$ cat config.mk
export PLATFORM = sky130hd
export DESIGN_NAME = rst_seq_gen
export DESIGN_NICKNAME = d
export VERILOG_FILES = /design/src/rtl/rst_seq_gen.sv
export SDC_FILE = /design/constraint.sdc
export NUM_CORES = 1
export LEC_CHECK = 0
export BUFFER_PORTS_ARGS = -buffer_cell sky130_fd_sc_hd__buf_2
export CAP_MARGIN = 20
export CORE_MARGIN = 4
export CORE_UTILIZATION = 30
export DETAILED_ROUTE_END_ITERATION = 10
export GPL_ROUTABILITY_DRIVEN = 0
export PLACE_DENSITY = 0.49
export SYNTH_ARGS = -nofsm -noshare
export SYNTH_HDL_FRONTEND = slang
export SYNTH_SLANG_ARGS = --single-unit
export TNS_END_PERCENT = 1
$ cat constraint.sdc
create_clock -name clk_ir -period 3.2 [get_ports clk_ir]
set_input_delay 0.32 -clock clk_ir [delete_from_list [all_inputs] [get_ports clk_ir]]
set_output_delay 0.32 -clock clk_ir [all_outputs]
set_load 0.01 [all_outputs]
$ cat src/rtl/rst_seq_gen.sv
// Reset sequencer: holds all domain resets until PLL lock, then releases them one at a time in index order.
// Define RST_SEQ_GEN_REVERSE_ASSERT_EN for a descending, gap-spaced shutdown on software request.
module rst_seq_gen #(
  parameter int NUM_DOMAINS       = 4,
  parameter int NO_OF_SYNC_STAGES = 2,
  parameter int HOLD_CYCLES       = 16,
  parameter int GAP_CYCLES        = 8
) (
  input  logic                   clk_ir,
  input  logic                   rst_async_il,
  input  logic                   pll_locked_i,
  input  logic                   sw_rst_req_i,
  output logic [NUM_DOMAINS-1:0] rst_seq_l_o,
  output logic                   rst_done_o
);

  localparam int CNT_MAX = (HOLD_CYCLES > GAP_CYCLES) ? HOLD_CYCLES : GAP_CYCLES;
  localparam int CNT_W   = $clog2(CNT_MAX + 1);
  localparam int IDX_W   = $clog2(NUM_DOMAINS + 1);

  localparam logic [CNT_W-1:0]       HOLD_LAST = CNT_W'(HOLD_CYCLES - 1);
  localparam logic [CNT_W-1:0]       GAP_LAST  = CNT_W'(GAP_CYCLES - 1);
  localparam logic [IDX_W-1:0]       IDX_LAST  = IDX_W'(NUM_DOMAINS - 1);
  localparam logic [NUM_DOMAINS-1:0] BIT0      = NUM_DOMAINS'(1);

`ifdef RST_SEQ_GEN_REVERSE_ASSERT_EN
  localparam logic [IDX_W-1:0] IDX_SHUT_START = (NUM_DOMAINS > 1) ? IDX_W'(NUM_DOMAINS - 2) : '0;
  typedef enum logic [2:0] {WAIT_LOCK, HOLD, RELEASE, RUN, ASSERT_SEQ} state_t;
`else
  typedef enum logic [1:0] {WAIT_LOCK, HOLD, RELEASE, RUN} state_t;
`endif

  logic [NO_OF_SYNC_STAGES-1:0] lock_sync_q;
  logic                         lock_s;

  state_t                 state_q, state_d;
  logic [CNT_W-1:0]       cnt_q, cnt_d;
  logic [IDX_W-1:0]       idx_q, idx_d;
  logic [NUM_DOMAINS-1:0] rst_seq_q, rst_seq_d;
  logic                   done_q, done_d;

  // Lock synchronizer: pll_locked_i is asynchronous to clk_ir
  always_ff @(posedge clk_ir or negedge rst_async_il) begin
    if (!rst_async_il) begin
      lock_sync_q <= '0;
    end else begin
      lock_sync_q <= {lock_sync_q[NO_OF_SYNC_STAGES-2:0], pll_locked_i};
    end
  end

  assign lock_s = lock_sync_q[NO_OF_SYNC_STAGES-1];

  always_ff @(posedge clk_ir or negedge rst_async_il) begin
    if (!rst_async_il) begin
      state_q   <= WAIT_LOCK;
      cnt_q     <= '0;
      idx_q     <= '0;
      rst_seq_q <= '0;
      done_q    <= 1'b0;
    end else begin
      state_q   <= state_d;
      cnt_q     <= cnt_d;
      idx_q     <= idx_d;
      rst_seq_q <= rst_seq_d;
      done_q    <= done_d;
    end
  end

  always_comb begin
    state_d   = state_q;
    cnt_d     = cnt_q;
    idx_d     = idx_q;
    rst_seq_d = rst_seq_q;
    done_d    = done_q;

    unique case (state_q)
      WAIT_LOCK: begin
        rst_seq_d = '0;
        done_d    = 1'b0;
        if (lock_s) begin
          state_d = HOLD;
          cnt_d   = '0;
        end
      end

      HOLD: begin
        if (cnt_q == HOLD_LAST) begin
          rst_seq_d[0] = 1'b1;
          idx_d        = IDX_W'(1);
          cnt_d        = '0;
          if (NUM_DOMAINS == 1) begin
            state_d = RUN;
            done_d  = 1'b1;
          end else begin
            state_d = RELEASE;
          end
        end else begin
          cnt_d = cnt_q + CNT_W'(1);
        end
      end

      RELEASE: begin
        if (cnt_q == GAP_LAST) begin
          rst_seq_d = rst_seq_q | (BIT0 << idx_q);
          idx_d     = idx_q + IDX_W'(1);
          cnt_d     = '0;
          if (idx_q == IDX_LAST) begin
            state_d = RUN;
            done_d  = 1'b1;
          end
        end else begin
          cnt_d = cnt_q + CNT_W'(1);
        end
      end

      RUN: begin
        if (sw_rst_req_i) begin
          done_d = 1'b0;
          cnt_d  = '0;
`ifdef RST_SEQ_GEN_REVERSE_ASSERT_EN
          // Shutdown mirrors the release order: highest index drops first
          rst_seq_d = rst_seq_q & ~(BIT0 << (NUM_DOMAINS - 1));
          idx_d     = IDX_SHUT_START;
          state_d   = (NUM_DOMAINS == 1) ? HOLD : ASSERT_SEQ;
`else
          rst_seq_d = '0;
          state_d   = HOLD;
`endif
        end
      end

`ifdef RST_SEQ_GEN_REVERSE_ASSERT_EN
      ASSERT_SEQ: begin
        if (cnt_q == GAP_LAST) begin
          rst_seq_d = rst_seq_q & ~(BIT0 << idx_q);
          cnt_d     = '0;
          if (idx_q == '0) begin
            state_d = HOLD;
          end else begin
            idx_d = idx_q - IDX_W'(1);
          end
        end else begin
          cnt_d = cnt_q + CNT_W'(1);
        end
      end
`endif

      default: begin
        state_d = WAIT_LOCK;
      end
    endcase

    // Loss of lock outranks everything, including a same-cycle software request
    if (state_q != WAIT_LOCK && !lock_s) begin
      state_d   = WAIT_LOCK;
      cnt_d     = '0;
      idx_d     = '0;
      rst_seq_d = '0;
      done_d    = 1'b0;
    end
  end

  assign rst_seq_l_o = rst_seq_q;
  assign rst_done_o  = done_q;

endmodule

==> metrics.yaml, run 1 <==
pwr:
  leakage_nw: 0.560
  power.switching_w: 0.000376
  clkPwrFrac_pct: 14.5
  irDropWorstVdd_uv: 380
  p_per_area_nw_per_um2: 696
  internal_power_w: 0.000464
  p_seq_share_pct: 34.7
  p_total_w: 0.000839
  swShare_pct: 44.8
  comb_power_share_pct: 50.7
critical_path:
  crit_type: "reg -> reg"
  cp.arrival_ps: 2110
  max_stage_delay_ps: 410
  reg2regPathDepth: 8
  r2r_end: "state_q[1]$_DFFE_PN0P_"
  reg2reg_from: "cnt_q[0]$_DFFE_PN0P_"
  crit_fanout: 5
  critPathMostFrequentCell: "ha_1"
  slowest_stage: "dfrtp_1"
  end_kind: "register"
  worstPathRequired_ps: 3400
  crit_chain: "ha_1 -> nand3_1 -> inv_1 -> ha_1 -> nor2b_1 -> or3_1 -> nor3b_1 -> o21a_1"
  rrSetupSlack_ps: 1280
  cp-start-kind: "register"
floorplanning:
  die_h_um: 68.3
  num_rows: 21
  start_util_pct: 31.9
  fp.coreArea_um2: 3420
  die_w_um: 68.3
  dieArea_um2: 4660
  boundaryPins: 9
clock_tree:
  post_cts_buffers: 0
  clock_latency_ps: 300
  cts-root-buf: "clkbuf_4"
  cts.htree.levels: 1
  cts_resized: 0
  clockBufferDepth: 2
  clk_pin_slew_ps: 100
  tritoncts: "done"
  cts_num_sinks: 17
  numCtsBuffers: 3
  holdBufCountCts: 1
synthesis:
  avgSynthCellArea_um2: 10.3
  synth_cell_types: 39
  synth_most_common_cell: "dfrtp_1"
  synth_area_leader_cell: "dfrtp_1"
  yosys_warnings: 0
  synth.cell_area_um2: 1090
  ys_top_cells_by_area: "dfrtp_1 39%, ha_1 14%, inv_1 3.8%"
  ys.flop_type: "dfrtp_1"
  async_flop_share_pct: 100
  seq_area_frac_synth_pct: 39.0
  synth_edf_count: 0
  synthTopCellsByCount: "17 x dfrtp_1, 12 x ha_1, 11 x inv_1"
  syn_nets: 122
  synth.top_cell.area_share_pct: 39.0
  yosys_register_bits: 17
  syn_inst: 106
finish:
  drive_gt1_share_pct: 17.1
  syn_to_final_growth_pct: 10.7
  antennaDiodeCount: 0
  nets: 134
global_route:
  grt_pass1_wl_mm: 3.60
  grt_usage_pct: 10.7
  grt-ovfl-total: 0
  antenna_found_initial: 0
  first_global_vias: 771
  grt_max_degree: 18
route:
  dr.pass1.iters: 4
  viasPerCell: 4.87
  vias: 794
  drt_iter0_markers: 18
  ant_nets: 0
  finalWirelength_mm: 2.15
  drc_errors: 0
  wl_per_cell_um: 13.2
sta:
  hold_viol_final: 0
  maxSlewHeadroom_pct: 74.0
  final.period_utilization_pct: 59.9
  setup_viol: 0
  worstMarginPinSlew_ps: 390
  fin_crit_ps: 1920
  fin_tns_setup_ps: 0
  drv_slew: 0
  clock.fmax_mhz: 522
  rsz0062_at_grt: "false"
  setup_slack_ps: 1280
  skew_ps: 10.3
min_path:
  min_from: "pll_locked_i"
  hold_depth: 1
  hp-class: "in -> reg"
  min_to: "lock_sync_q[0]$_DFF_PN0_"
job:
  max_cap_viol_count: 0
placement:
  place_ws_ps: 1290
  dp_hpwl_mm: 1.63
  io_buffers: 8
run_status:
  outcome: "finished clean"
==> layer usage <==
layer	routed length, um	up-vias	global-route usage [%]
met3	97	2	3.94
li1	-	405	-
met4	23	0	4.47
met2	948	11	16.8
met1	1090	376	13.2
met5	0	-	0
==> layout by cell type, fill, tap and decap left out, drive strengths merged <==
master,instances
dfrtp,17
ha,12
inv,11
buf,8
nand2,6
nand3,5
nor2,4
o21ai,4
a21oi,4
nor2b,3
o21a,3
a32o,3
a22o,3
clkbuf,3
nand2b,3
and3,2
o2bb2ai,2
mux2,2
o31ai,2
mux2i,2
a31oi,2
or2,2
nand4bb,1
and4bb,1
o211ai,1
o21bai,1
nor4,1
a21o,1
a31o,1
a21boi,1
or3,1
nor3b,1
a311oi,1
a32oi,1
clkinv,1
dlygate4sd3,1
==> critical path, delay by kind of cell (launching register included) <==
family	cells	cell delay (ps)
flops	1	410
buf+inv	1	50
fa+ha+maj	2	430
compound gates	1	190
simple gates	4	740
==> power groups by stage <==
| stage | clock, W | combinational [W] | sequential (W) |
|---|---|---|---|
| finish | 0.000122 | 0.000426 | 0.000292 |
| global route | 0.000136 | 0.000478 | 0.000299 |
| CTS | 0.000127 | 0.000430 | 0.000292 |
| detailed placement | 0 | 0.000424 | 0.000297 |
| global placement | 0 | 0.000430 | 0.000294 |
| floorplan | 0 | 0.000339 | 0.000290 |
==> area by class of cell <==
cell class,count,area [um^2]
clock buffers,3,22.5
clock inverters,1,5.00
repair buffers,9,50.0
well taps,46,57.6
multi-input cells,76,604
fillers,362,2210
inverters,11,41.3
flip-flops and latches,17,425
==> worst max path at each step <==
stage | slack (ps) | depth (start not counted) | from | to
2_1_floorplan | 1450 | 8 | cnt_q[0]$_DFFE_PN0P_ | state_q[1]$_DFFE_PN0P_
3_3_place_gp | 1290 | 8 | cnt_q[0]$_DFFE_PN0P_ | state_q[1]$_DFFE_PN0P_
3_5_place_dp | 1290 | 8 | cnt_q[0]$_DFFE_PN0P_ | state_q[1]$_DFFE_PN0P_
4_1_cts | 1270 | 8 | cnt_q[0]$_DFFE_PN0P_ | state_q[1]$_DFFE_PN0P_
5_1_grt | 1140 | 8 | cnt_q[0]$_DFFE_PN0P_ | idx_q[1]$_DFFE_PN0P_
6_report | 1280 | 8 | cnt_q[0]$_DFFE_PN0P_ | state_q[1]$_DFFE_PN0P_
==> state kept, by name (all words and copies together) (netlist names) <==
register	cells
cnt_q	5
rst_seq_l_o	4
idx_q	3
lock_sync_q	2
state_q	2
rst_done_o	1
==> kinds of logic after synthesis <==
kind of cell / after synthesis / share of synthesized area [%]
flops: 17 / 39.0
fa+ha+maj: 12 / 13.8
simple gates: 30 / 16.6
mux: 4 / 3.90
compound gates: 30 / 21.1
buf+inv: 13 / 5.51
==> through the flow <==
stage          utilization, %  area, um^2  hold WS (ps)  std cells
6_report                 35.3        1210           123        163
3_5_place_dp             34.2        1170           274        158
2_1_floorplan               -        1090          24.4        106
3_3_place_gp             34.2        1170           271        158
4_1_cts                  35.3        1210           116        163
5_1_grt                  35.3        1210          99.5        163
No activity file was read; power rests on OpenSTA's default activity.
==> inputs of run 2 (changes only) <==
PLACE_DENSITY = 0.5   (was 0.49)
clock period = 1.7 ns   (was 3.2 ns; I/O delays follow)
==> metrics.yaml, run 2 (synthesized netlist as in run 1, its figures left out) <==
run_status:
  outcome: "finished clean"  # unchanged
min_path:
  hp-class: "in -> async"  # was in -> reg
critical_path:
  cp-start-kind: "register"  # unchanged
  worstPathRequired_ps: 1900  # was 3400 ps
  crit_type: "reg -> reg"  # unchanged
  crit_fanout: 4  # was 5
  cp.arrival_ps: 1880  # was 2110 ps
  end_kind: "register"  # unchanged
sta:
  rsz0062_at_grt: "true"  # was false
  setup_viol: 0  # unchanged
  worstMarginPinSlew_ps: 386  # was 390 ps
  maxSlewHeadroom_pct: 74.2  # was 74.0%
  fin_crit_ps: 1670  # was 1920 ps
  skew_ps: 5.22  # was 10.3 ps
  clock.fmax_mhz: 597  # was 522 MHz
  fin_tns_setup_ps: 0  # unchanged
  drv_slew: 0  # unchanged
  whs_ps: 304  # was 123 ps
  hold_viol_final: 0  # unchanged
  final.period_utilization_pct: 98.5  # was 59.9%
finish:
  largest_reg_flops: 5  # unchanged
  nFillCells: 336  # was 362
  nets: 154  # was 134
  syn_to_final_growth_pct: 31.2  # was 10.7%
  final_cells: 183  # was 163
  seq_area_um2: 427  # was 425 um^2
  mostFrequentLayoutCells: "19 x buf_4, 16 x dfrtp_1, 8 x inv_1, 8 x buf_2, 7 x ha_1"  # was 17 x dfrtp_1, 12 x ha_1, 11 x inv_1, 8 x buf_2, 6 x nand2_1
  layout_commonest_cell: "buf_4"  # was dfrtp_1
  antennaDiodeCount: 0  # unchanged
  multi_input_area_um2: 674  # was 604 um^2
  drive_gt1_share_pct: 38.0  # was 17.1%
  regMostFlops: "cnt_q"  # unchanged
clock_tree:
  tritoncts: "done"  # unchanged
  cts.htree.levels: 1  # unchanged
  cts-root-buf: "clkbuf_4"  # unchanged
  clock_latency_ps: 300  # about the same
  numCtsBuffers: 3  # unchanged
  clk_pin_slew_ps: 110  # was 100 ps
  clockBufferDepth: 2  # unchanged
  cts_num_sinks: 17  # unchanged
floorplanning:
  die_h_um: 68.3  # unchanged
  start_util_pct: 31.9  # unchanged
  dieArea_um2: 4660  # unchanged
  num_rows: 21  # unchanged
  fp.coreArea_um2: 3420  # unchanged
  die_w_um: 68.3  # unchanged
  boundaryPins: 9  # unchanged
global_route:
  grt_pass1_wl_mm: 4.12  # was 3.60 mm
  grt_max_degree: 18  # unchanged
  grt_usage_pct: 11.9  # was 10.7%
  grt-ovfl-total: 0  # unchanged
  antenna_found_initial: 0  # unchanged
  first_global_vias: 898  # was 771
pwr:
  leakage_nw: 0.653  # was 0.560 nW
  p_per_area_nw_per_um2: 1290  # was 696 nW/um^2
  irDropWorstVdd_uv: 843  # was 380 uV
  p_total_w: 0.00185  # was 0.000839 W
route:
  drc_errors: 0  # unchanged
  drt_iter0_markers: 21  # was 18
  ant_nets: 0  # unchanged
  wl_per_cell_um: 13.2  # about the same
  vias: 888  # was 794
  dr.pass1.iters: 4  # unchanged
  finalWirelength_mm: 2.41  # was 2.15 mm
  viasPerCell: 4.85  # was 4.87
placement:
  dpl.cell_count: 172  # was 158
  io_buffers: 8  # unchanged
  dp_hpwl_mm: 1.79  # was 1.63 mm
job:
  max_cap_viol_count: 0  # unchanged
[run 2: changes by cell type in the layout (fill, tap and decap cells not counted), moves of 2 or more]
cell,previous run,this run
inv_2,0,3
buf_4,0,19
ha_1,12,7
inv_1,11,8
ha_2,0,3
ha_4,0,2
[run 2: worst max-delay path, stage by stage, from the launching register on]
cell	delay [ps]
dfrtp_1	410
ha_4	170
nand3_4	70
inv_2	70
ha_4	120
nor2b_2	40
or3_4	380
o21a_1	170
o21a_1	150
[run 2: worst paths after layout]
| check | startpoint | endpoint | slack (ps) | cells after the start |
|---|---|---|---|---|
| setup / recovery | cnt_q[0]$_DFFE_PN0P_ | state_q[1]$_DFFE_PN0P_ | 30 | 8 |
| hold / removal | rst_async_il | rst_seq_l_o[2]$_DFFE_PN0P_ | 300 | 2 |
| setup reg to reg | cnt_q[0]$_DFFE_PN0P_ | state_q[1]$_DFFE_PN0P_ | 30 | 8 |
| hold reg to reg | lock_sync_q[0]$_DFF_PN0_ | lock_sync_q[1]$_DFF_PN0_ | 370 | 0 |
| max in group asynchronous | rst_async_il | state_q[0]$_DFFE_PN0P_ | 1090 | 2 |
| min in group clk_ir | lock_sync_q[0]$_DFF_PN0_ | lock_sync_q[1]$_DFF_PN0_ | 370 | 0 |
[run 2: per-layer routing]
metal  GRT usage (%)  up-vias  part of all wire [%]
li1                -      444                     -
met1            15.9      430                    51
met2            18.7       12                    45
met3            3.94        2                   3.8
met4            2.23        0                  0.50
met5               0        -                     0
[run 2: cell type report]
class / count / area share, %
Multi-Input combinational cell: 76 / 47.2
Timing Repair Buffer: 29 / 14.2
Sequential cell: 17 / 29.8
Clock buffer: 3 / 1.57
Clock inverter: 1 / 0.350
Tap cell: 46 / 4.02
Inverter: 11 / 2.89
[run 2: through the flow]
stage / worst slack (ps) / utilization (%) / instance area (um^2)
after floorplan: -8.66 / - / 1110
after global placement: -8.15 / 37.8 / 1290
after detailed placement: -11.8 / 37.8 / 1290
after CTS: -21.2 / 40.7 / 1390
after global routing: -46.1 / 41.9 / 1430
final: 25.1 / 41.9 / 1430
[run 2: power by group]
part / total [W] / internal, W / switching (W)
clock network: 0.000230 / 0.0000878 / 0.000142
logic: 0.00107 / 0.000507 / 0.000564
registers: 0.000552 / 0.000472 / 0.0000800
total: 0.00185 / 0.00107 / 0.000785
[run 2: repair_timing]
action	in CTS	in global routing
resized for setup	3	10
hold endpoints to repair	18	0
buffers inserted	5	0
setup endpoints to repair	5	13
pin swaps	3	3
hold buffers	2	0
==> inputs of run 3 (changes only) <==
CORE_ASPECT_RATIO = 1.25   (was unset)
CTS_CLUSTER_SIZE = 14   (was unset)
==> metrics.yaml, run 3 (synthesized netlist as in run 1, its figures left out) <==
run_status:
  outcome: "finished, violations left"  # was finished clean
  violations: "negative setup slack"
critical_path:
  end_kind: "register"  # unchanged
  worstPathRequired_ps: 1840  # was 1900 ps
  cp-start-kind: "register"  # unchanged
  critPathMostFrequentCell: "o21a_1"
  slowest_stage: "or3_4"  # was dfrtp_1
  crit_chain: "ha_2 -> nand3_2 -> inv_2 -> ha_4 -> nor2b_4 -> or3_4 -> o21a_1 -> o21a_1"  # was ha_4 -> nand3_4 -> inv_2 -> ha_4 -> nor2b_2 -> or3_4 -> o21a_1 -> o21a_1
  crit_fanout: 4  # unchanged
  crit_type: "reg -> reg"  # unchanged
  cp.arrival_ps: 1840  # was 1880 ps
  max_stage_delay_ps: 390  # was 410 ps
placement:
  place_ws_ps: -17.0  # was -11.8 ps
  io_buffers: 8  # unchanged
  dpl.cell_count: 165  # was 172
  dp_hpwl_mm: 1.84  # was 1.79 mm
finish:
  largest_reg_flops: 5  # unchanged
  nets: 150  # was 154
  antennaDiodeCount: 0  # unchanged
  layout_commonest_cell: "dfrtp_1"  # was buf_4
  drive_gt1_share_pct: 33.8  # was 38.0%
  regMostFlops: "cnt_q"  # unchanged
  mostFrequentLayoutCells: "17 x dfrtp_1, 16 x buf_4, 9 x inv_1, 9 x ha_1, 8 x buf_2"  # was 19 x buf_4, 16 x dfrtp_1, 8 x inv_1, 8 x buf_2, 7 x ha_1
  nFillCells: 352  # was 336
  syn_to_final_growth_pct: 27.9  # was 31.2%
  final_cells: 172  # was 183
floorplanning:
  fp.coreArea_um2: 3480  # was 3420 um^2
  start_util_pct: 31.3  # was 31.9%
  dieArea_um2: 4670  # was 4660 um^2
  die_w_um: 61.9  # was 68.3 um
  die_h_um: 75.4  # was 68.3 um
  boundaryPins: 9  # unchanged
  num_rows: 24  # was 21
pwr:
  irDropWorstVdd_uv: 848  # was 843 uV
  leakage_nw: 0.650  # was 0.653 nW
  p_per_area_nw_per_um2: 1390  # was 1290 nW/um^2
route:
  drc_errors: 0  # unchanged
  wl_per_cell_um: 13.8  # was 13.2 um
  vias: 864  # was 888
  dr.pass1.iters: 4  # unchanged
  drt_iter0_markers: 25  # was 21
  ant_nets: 0  # unchanged
  finalWirelength_mm: 2.38  # was 2.41 mm
  viasPerCell: 5.02  # was 4.85
sta:
  setup_viol: 1  # was 0
  drv_slew: 0  # unchanged
  worstMarginPinSlew_ps: 397  # was 386 ps
  maxSlewHeadroom_pct: 73.5  # was 74.2%
  fin_crit_ps: 1700  # was 1670 ps
  final.period_utilization_pct: 100  # was 98.5%
  rsz0062_at_grt: "true"  # unchanged
  skew_ps: 2.47  # was 5.22 ps
  setup_slack_ps: -0.786  # was 25.1 ps
  hold_viol_final: 0  # unchanged
  clock.fmax_mhz: 588  # was 597 MHz
global_route:
  grt-ovfl-total: 0  # unchanged
  grt_max_degree: 18  # unchanged
  antenna_found_initial: 0  # unchanged
  grt_pass1_wl_mm: 3.97  # was 4.12 mm
  first_global_vias: 896  # was 898
  grt_usage_pct: 11.3  # was 11.9%
clock_tree:
  clock_latency_ps: 240  # was 300 ps
  tritoncts: "done"  # unchanged
  clk_pin_slew_ps: 60  # was 110 ps
  cts-root-buf: "clkbuf_8"  # was clkbuf_4
  cts.htree.levels: 1  # unchanged
  numCtsBuffers: 3  # unchanged
  cts_num_sinks: 17  # unchanged
  clockBufferDepth: 2  # unchanged
min_path:
  hp-class: "in -> reg"  # was in -> async
job:
  max_cap_viol_count: 0  # unchanged
==> run 3: changes by cell type in the layout (fill, tap and decap cells not counted), sizes merged <==
| cell | delta |
|---|---|
| clkinv | -1 |
| buf | -3 |
| dlygate4sd3 | -1 |
| clkbuf | +1 |
==> run 3: final timing paths <==
check,start,endpoint,slack (ps),cells after the start
worst min-delay path,pll_locked_i,lock_sync_q[0]$_DFF_PN0_,30,1
worst max-delay path,cnt_q[0]$_DFFE_PN0P_,state_q[1]$_DFFE_PN0P_,-0.8,8
max in group asynchronous,rst_async_il,cnt_q[2]$_DFFE_PN0P_,1040,2
min in group asynchronous,rst_async_il,state_q[0]$_DFFE_PN0P_,380,2
worst max register to register,cnt_q[0]$_DFFE_PN0P_,state_q[1]$_DFFE_PN0P_,-0.8,8
worst min register to register,lock_sync_q[0]$_DFF_PN0_,lock_sync_q[1]$_DFF_PN0_,360,0
==> run 3: critical path, delay by kind of cell (launching register included) <==
kind | cells | cell delay [ps]
AOI/OAI and AO/OA | 2 | 330
adders and majority gates | 2 | 320
and+or+nand+nor | 3 | 510
DFF | 1 | 360
buffers and inverters | 1 | 80
==> run 3: metrics by stage <==
| step | TNS (ps) | area (um^2) | hold WS, ps | power (W) | util [%] |
|---|---|---|---|---|---|
| final | -0.786 | 1390 | 27.5 | 0.00194 | 40.0 |
| after global routing | -366 | 1390 | 23.4 | 0.00210 | 40.0 |
| after CTS | -31.4 | 1340 | 19.4 | 0.00189 | 38.4 |
| after detailed placement | -17.0 | 1280 | 124 | 0.00157 | 36.8 |
| after global placement | 0 | 1280 | 123 | 0.00157 | 36.8 |
| after floorplan | -8.66 | 1110 | -126 | 0.00121 | - |
==> run 3: timing repair <==
action	CTS	global route
pin swaps	0	3
gates resized for setup	0	8
setup buffers	0	2
endpoints found under the setup margin	3	9
endpoints found under the hold margin	17	0
hold buffers	1	0
==> run 3: routing by layer <==
metal | routed length (um) | vias up | global-route usage [%]
met3 | 76 | 2 | 2.54
li1 | - | 435 | -
met1 | 1060 | 415 | 13.7
met2 | 1220 | 12 | 20.1
met4 | 20 | 0 | 2.12
met5 | 0 | - | 0
==> run 3: layout make-up <==
cell class	count	area, um^2	area share, %
Sequential cell	17	425	30.5
Timing Repair Buffer	25	170	12.2
Multi-Input combinational cell	76	663	47.6
Tap cell	39	48.8	3.50
Clock buffer	4	45.0	3.23
Inverter	11	41.3	2.96
==> run 3: where the power goes <==
group	internal (W)	total (W)	switching [W]
logic	0.000522	0.00111	0.000586
registers	0.000470	0.000536	0.0000653
clock network	0.000166	0.000298	0.000132
